--- src/rtl/altivec_drv_pkg.sv ---
// Shared types for the AltiVec issue driver: FSM states, the queued command
// record and default timing constants.
package altivec_drv_pkg;

    typedef enum logic [2:0] {
        IDLE,
        ISSUE,
        WAIT_BUSY,
        WAIT_DONE,
        RESP
    } state_t;

    typedef struct packed {
        logic [7:0]   ins;
        logic [1:0]   nops;
        logic         rc;
        logic [127:0] vra;
        logic [127:0] vrb;
        logic [127:0] vrc;
    } cmd_t;

    localparam int BUSY_WAIT_DEF = 2;
    localparam int TIMEOUT_DEF   = 1024;

endpackage

--- src/rtl/altivec_cmd_fifo.sv ---
// Synchronous command FIFO; pointers carry an extra wrap bit so full and
// empty are distinguished without a separate count.
module altivec_cmd_fifo
    import altivec_drv_pkg::*;
#(
    parameter int DEPTH = 4
) (
    input  logic clk,
    input  logic rst,
    input  logic push,
    input  cmd_t push_data,
    input  logic pop,
    output cmd_t pop_data,
    output logic full,
    output logic empty
);

    localparam int AW = $clog2(DEPTH);

    cmd_t          mem [DEPTH];
    logic [AW:0]   wr_ptr;
    logic [AW:0]   rd_ptr;

    assign empty    = (wr_ptr == rd_ptr);
    assign full     = (wr_ptr[AW] != rd_ptr[AW]) && (wr_ptr[AW-1:0] == rd_ptr[AW-1:0]);
    assign pop_data = mem[rd_ptr[AW-1:0]];

    always_ff @(posedge clk or negedge rst) begin
        if (!rst) begin
            wr_ptr <= '0;
            rd_ptr <= '0;
        end else begin
            if (push && !full)
                wr_ptr <= wr_ptr + (AW+1)'(1);
            if (pop && !empty)
                rd_ptr <= rd_ptr + (AW+1)'(1);
        end
    end

    always_ff @(posedge clk) begin
        if (push && !full)
            mem[wr_ptr[AW-1:0]] <= push_data;
    end

endmodule

--- src/rtl/altivec_issue_driver.sv ---
// Initiator for the AltiVec DUT port set: pops queued commands, drives
// operands and a go strobe, follows dut_busy and returns one result per command.
module altivec_issue_driver
    import altivec_drv_pkg::*;
#(
    parameter int DEPTH     = 4,
    parameter int BUSY_WAIT = BUSY_WAIT_DEF,
    parameter int TIMEOUT   = TIMEOUT_DEF
) (
    input  logic         clk,
    input  logic         rst,
    input  logic         cmd_valid,
    output logic         cmd_ready,
    input  logic [7:0]   cmd_ins,
    input  logic [1:0]   cmd_nops,
    input  logic         cmd_rc,
    input  logic [127:0] cmd_vra,
    input  logic [127:0] cmd_vrb,
    input  logic [127:0] cmd_vrc,
    output logic [127:0] vra,
    output logic [127:0] vrb,
    output logic [127:0] vrc,
    output logic [7:0]   ins,
    output logic         rc,
    output logic         go1,
    output logic         go2,
    output logic         go3,
    input  logic         dut_busy,
    input  logic [127:0] vrt,
    output logic         res_valid,
    input  logic         res_ready,
    output logic [127:0] res_vrt,
    output logic [7:0]   res_ins,
    output logic         res_err,
    output logic         err_timeout,
    output logic [15:0]  issue_cnt
);

    localparam int CW = $clog2(TIMEOUT > BUSY_WAIT ? TIMEOUT : BUSY_WAIT);

    state_t        state;
    state_t        state_nxt;
    logic [CW-1:0] cnt;
    cmd_t          cmd_in;
    cmd_t          head;
    cmd_t          op;
    logic          fifo_full;
    logic          fifo_empty;
    logic          push;
    logic          pop;
    logic          capture;
    logic          cap_err;
    logic          cnt_clr;
    logic          cnt_inc;

    assign cmd_in    = '{ins: cmd_ins, nops: cmd_nops, rc: cmd_rc,
                         vra: cmd_vra, vrb: cmd_vrb, vrc: cmd_vrc};
    assign cmd_ready = !fifo_full;
    assign push      = cmd_valid && !fifo_full;

    altivec_cmd_fifo #(.DEPTH(DEPTH)) u_fifo (
        .clk       (clk),
        .rst       (rst),
        .push      (push),
        .push_data (cmd_in),
        .pop       (pop),
        .pop_data  (head),
        .full      (fifo_full),
        .empty     (fifo_empty)
    );

    always_ff @(posedge clk or negedge rst) begin
        if (!rst) begin
            state       <= IDLE;
            cnt         <= '0;
            issue_cnt   <= '0;
            err_timeout <= 1'b0;
        end else begin
            state <= state_nxt;
            if (cnt_clr)
                cnt <= '0;
            else if (cnt_inc)
                cnt <= cnt + CW'(1);
            if (state == ISSUE)
                issue_cnt <= issue_cnt + 16'd1;
            if (cap_err)
                err_timeout <= 1'b1;
        end
    end

    always_comb begin
        state_nxt = state;
        pop       = 1'b0;
        capture   = 1'b0;
        cap_err   = 1'b0;
        cnt_clr   = 1'b0;
        cnt_inc   = 1'b0;
        go1       = 1'b0;
        go2       = 1'b0;
        go3       = 1'b0;
        res_valid = 1'b0;
        case (state)
            IDLE: begin
                if (!fifo_empty && !dut_busy) begin
                    pop       = 1'b1;
                    state_nxt = ISSUE;
                end
            end
            ISSUE: begin
                // An operand count of 0 is issued as a single-operand op.
                go1       = (op.nops <= 2'd1);
                go2       = (op.nops == 2'd2);
                go3       = (op.nops == 2'd3);
                cnt_clr   = 1'b1;
                state_nxt = WAIT_BUSY;
            end
            WAIT_BUSY: begin
                if (dut_busy) begin
                    cnt_clr   = 1'b1;
                    state_nxt = WAIT_DONE;
                end else if (cnt == CW'(BUSY_WAIT - 1)) begin
                    capture   = 1'b1;
                    state_nxt = RESP;
                end else begin
                    cnt_inc = 1'b1;
                end
            end
            WAIT_DONE: begin
                if (!dut_busy) begin
                    capture   = 1'b1;
                    state_nxt = RESP;
                end else if (cnt == CW'(TIMEOUT - 1)) begin
                    capture   = 1'b1;
                    cap_err   = 1'b1;
                    state_nxt = RESP;
                end else begin
                    cnt_inc = 1'b1;
                end
            end
            RESP: begin
                res_valid = 1'b1;
                if (res_ready)
                    state_nxt = IDLE;
            end
            default: state_nxt = IDLE;
        endcase
    end

    // Operands stay on the DUT port from pop until the next pop.
    always_ff @(posedge clk or negedge rst) begin
        if (!rst) begin
            op      <= '0;
            res_vrt <= '0;
            res_ins <= '0;
            res_err <= 1'b0;
        end else begin
            if (pop)
                op <= head;
            if (capture) begin
                res_vrt <= vrt;
                res_ins <= op.ins;
                res_err <= cap_err;
            end
        end
    end

    assign vra = op.vra;
    assign vrb = op.vrb;
    assign vrc = op.vrc;
    assign ins = op.ins;
    assign rc  = op.rc;

endmodule
--- config.mk ---
export PLATFORM = sky130hd
export DESIGN_NAME = altivec_issue_driver
export DESIGN_NICKNAME = d
export VERILOG_FILES = /design/src/rtl/altivec_drv_pkg.sv /design/src/rtl/altivec_cmd_fifo.sv /design/src/rtl/altivec_issue_driver.sv
export SDC_FILE = /design/constraint.sdc
export NUM_CORES = 2
export LEC_CHECK = 0
export BUFFER_PORTS_ARGS = -buffer_cell sky130_fd_sc_hd__buf_2
export CORE_AREA = 4 4 414 416
export DETAILED_ROUTE_END_ITERATION = 8
export DIE_AREA = 0 0 418 420
export PLACE_DENSITY = 0.69
export REMOVE_ABC_BUFFERS = 1
export SYNTH_ARGS = -nofsm -noshare
export SYNTH_HDL_FRONTEND = slang
export SYNTH_SLANG_ARGS = --single-unit
--- constraint.sdc ---
create_clock -name clk -period 24.7 [get_ports clk]
set_input_delay 3.705 -clock clk [delete_from_list [all_inputs] [get_ports clk]]
set_output_delay 3.705 -clock clk [all_outputs]
set_load 0.01 [all_outputs]
==> impl_metrics.py <==
metrics = {
    "placement": {
        "port_buffers": 1079,
        "dpl_cell_area_um2": 86800,
        "dp_cells": 6558,
        "gp_congestion": 0.814,
        "place_hpwl_mm": 120,
    },
    "cts": {
        "cts_resized": 0,
        "insertion_delay_ns": 0.83,
        "numCtsBuffers": 210,
        "htreeDepth": 4,
        "cts_setup_buffers": 0,
        "cts_sinks": 2148,
        "clockBufferDepth": 3,
        "cts_root_buffer": "clkbuf_16",
        "cts_tree": "yes",
        "cts_hold_buf": 0,
        "clkTransAtPathRegs_ns": 0.06,
    },
    "timing": {
        "relSlewSlack_pct": 15.9,
        "finalMaxSlewViolations": 0,
        "skew_ns": 0.0260,
        "fin_setup_tns_ns": 0,
        "rsz0062_at_grt": "no",
        "worstMarginPinSlew_ns": 1.25,
        "fmax_mhz": 146,
        "hold_viol": 0,
        "fin_crit_sh_pct": 27.6,
        "finalSetupViolCount": 0,
        "period_minus_slack_ns": 6.83,
    },
    "min_path": {
        "hold_class": "flop to flop",
    },
    "logic_synthesis": {
        "synth-async-reset-ratio_pct": 26.4,
        "synthXorXnorAreaFrac_pct": 0.257,
        "yosysSeqAreaShare_pct": 75.4,
        "netlist_area_um2": 81700,
        "synth-simple-area-share_pct": 0.531,
        "synth-compound-area-share_pct": 0.283,
        "yosys_warnings": 0,
        "syn_inst": 3768,
        "synth_edf_count": 1580,
        "synth_top_family_by_area": "multiplexers",
        "ys_types": 52,
        "synthAdderAreaFrac_pct": 0.122,
        "synthMuxAreaShare_pct": 18.8,
        "avgSynthCellArea_um2": 21.7,
        "synthFlopType": "edfxtp_1",
        "synth_seq_cells": 2148,
    },
    "die": {
        "rows": 150,
        "die_height_um": 420,
        "die-width_um": 418,
        "initial_core_util_pct": 48.9,
        "core_area_um2": 167000,
        "ios": 1080,
        "dieArea_um2": 176000,
    },
    "job": {
        "max-cap-violations": 0,
    },
    "power": {
        "p_leak_nw": 34.9,
        "p_per_area_nw_per_um2": 131,
        "vdd_drop_max_uv": 108,
    },
    "global_routing": {
        "grt_use_total_pct": 21.2,
        "first_global_vias": 39400,
        "grt_overflow_total": 0,
        "antenna_found_initial": 119,
        "grt_pass1_wl_mm": 273,
        "grt_max_degree": 152,
    },
    "drt": {
        "routed_wl_mm": 189,
        "drt_iter0_markers": 2587,
        "dr.pass1.iters": 7,
        "antenna_left": 0,
        "vias_per_cell": 5.44,
        "wire_per_inst_um": 27.0,
        "drc": 0,
        "via_count": 38100,
    },
    "setup_path": {
        "cp_max_fo": 144,
        "endpoint_kind": "flop",
        "crit_type": "input port to flop",
        "cp_data_arrival_time_ns": 7.53,
        "cp_slowest_cell": "buf_4",
        "start_kind": "input port",
        "cp_slowest_stage_delay_ns": 0.84,
        "cp_common_cell": "buf_4",
        "cp.required_ns": 25.41,
        "critical_path.top_delay_family": "buffers and inverters",
        "crit_buf_inv": 4,
        "path_cells": "buf_2 -> or2_2 -> a311oi_4 -> buf_12 -> buf_4 -> buf_4 -> mux2_2",
    },
    "finish": {
        "area_growth_pct": 14.9,
        "layoutNonFillerInstCount": 7002,
        "nFillCells": 12400,
        "finalInstanceArea_um2": 93900,
        "nNetsFinal": 5102,
        "drive_gt1_share_pct": 50.2,
    },
    "run_status": {
        "status": "finished, final reports clean",
    },
}
[power by group]
| group | total, mW | leakage (nW) | internal (mW) | switching, mW |
|---|---|---|---|---|
| clock network | 3.23 | 3.41 | 1.89 | 1.34 |
| logic | 3.64 | 10.2 | 1.74 | 1.90 |
| registers | 5.46 | 21.2 | 5.03 | 0.438 |
| total | 12.3 | 34.9 | 8.65 | 3.68 |
[state kept, by name, indices dropped and copies added, names as in the netlist]
name           count
cnt               10
err_timeout        1
ins                8
issue_cnt         16
op                 2
rc                 1
res_err            1
res_ins            8
res_vrt          128
state              3
u_fifo.mem      1580
u_fifo.rd_ptr      3
u_fifo.wr_ptr      3
vra              128
vrb              128
vrc              128
[routing by layer]
| metal | up-vias | part of all wire, % | track usage (%) |
|---|---|---|---|
| met2 | 1358 | 52 | 36.1 |
| met3 | 476 | 7.1 | 6.12 |
| met1 | 20000 | 35 | 24.5 |
| met4 | 38 | 5.6 | 11.2 |
| met5 | - | 0.12 | 0 |
| li1 | 16200 | - | - |
[cells in the final DEF (no fill, tap or decap), types with 5 or more instances in the layout]
master      count
edfxtp_1     1580
buf_2        1078
dfrtp_1       566
mux2_2        415
mux4_2        395
clkbuf_16     214
mux2_4        117
clkbuf_1       68
diode_2        45
buf_4          42
clkbuf_8       25
clkinv_2       23
bufinv_16      20
clkinv_1       20
nand2_1        15
xnor2_1        13
xor2_1         11
inv_1           9
inv_6           9
clkinvlp_4      9
buf_12          9
nor3_1          8
ha_1            8
nand3_1         7
nand4_1         7
and3_1          6
o21ai_0         5
a21oi_1         5
clkinv_4        5
[final timing paths]
path | depth (start not counted) | start | slack [ns] | endpoint
worst max-delay path | 7 | dut_busy | 17.87 | vra[17]$_DFFE_PN0P_
worst min-delay path | 1 | issue_cnt[15]$_DFFE_PN0P_ | 0.48 | issue_cnt[15]$_DFFE_PN0P_
worst max register to register | 7 | u_fifo.rd_ptr[0]$_DFFE_PN0P_ | 19.71 | u_fifo.mem[2][91]$_DFFE_PP_
worst min register to register | 1 | issue_cnt[15]$_DFFE_PN0P_ | 0.48 | issue_cnt[15]$_DFFE_PN0P_
max in group asynchronous | 3 | rst | 19.36 | res_ins[0]$_DFFE_PN0P_
min in group asynchronous | 1 | rst | 2.91 | res_vrt[9]$_DFFE_PN0P_
[cell usage after synthesis, drive strengths merged (2+ instances only)]
| cell type | instances | area, um2 |
|---|---|---|
| nand2 | 15 | 56.3 |
| and4 | 2 | 17.5 |
| inv | 9 | 33.8 |
| nor2 | 4 | 15.0 |
| mux2i | 3 | 30.0 |
| ha | 8 | 100 |
| xor2 | 11 | 96.3 |
| and3 | 6 | 37.5 |
| and2 | 6 | 37.5 |
| nand2b | 2 | 12.5 |
| a221o | 4 | 40.0 |
| nand4 | 7 | 43.8 |
| or3 | 2 | 12.5 |
| mux2 | 533 | 6440 |
| nand3 | 7 | 35.0 |
| edfxtp | 1580 | 47400 |
| or2 | 3 | 18.8 |
| dfrtp | 568 | 14200 |
| a311oi | 2 | 17.5 |
| xnor2 | 13 | 114 |
| buf | 471 | 3430 |
| a21oi | 5 | 25.0 |
| o21ai | 5 | 25.0 |
| o31ai | 3 | 36.3 |
| nor3 | 8 | 40.0 |
| a22o | 2 | 17.5 |
| nor2b | 3 | 18.8 |
| clkbuf | 73 | 274 |
| mux4 | 395 | 8900 |
| a21o | 2 | 15.0 |
| nor4 | 2 | 18.8 |
[stage by stage]
stage | hold slack (ns) | worst slack, ns | utilization, % | total power, mW
detailed placement | 0.462 | 16.86 | 51.9 | 9.24
floorplan | 0.479 | -25.01 | - | 9.53
finish | 0.480 | 17.87 | 56.2 | 12.3
CTS | 0.476 | 17.77 | 56.1 | 12.5
global route | 0.482 | 17.67 | 56.1 | 12.9
global placement | 0.440 | 16.86 | 51.9 | 9.16
[cells by family (layout without fill, tap and decap cells)]
family | count (synthesis) | count (layout)
AOI/OAI and AO/OA | 30 | 30
xor gates and xnor gates | 24 | 24
adders and majority gates | 8 | 8
buffers and inverters | 553 | 1538
DFF | 2148 | 2148
muxes | 931 | 931
other | 0 | 45
and+or+nand+nor | 74 | 74
[area by class of cell]
cell class	instances	area, um2	area share (%)
Multi-Input combinational cell	1067	16400	17.5
Sequential cell	2148	61700	65.7
Clock buffer	307	5950	6.34
Antenna cell	45	113	0.120
Timing Repair Buffer	1130	5910	6.29
Clock inverter	92	1090	1.17
Tap cell	2204	2760	2.94
Inverter	9	33.8	0.0360
[worst register-to-register path, cell delays in order (launching register included)]
cell and delay (ns):
dfrtp_4 0.88, xnor2_1 0.30, a31oi_1 0.23, buf_4 0.17, and2_4 0.58, buf_4 0.84
buf_4 0.86, buf_4 0.72
Power figures use the tool's default switching activity.
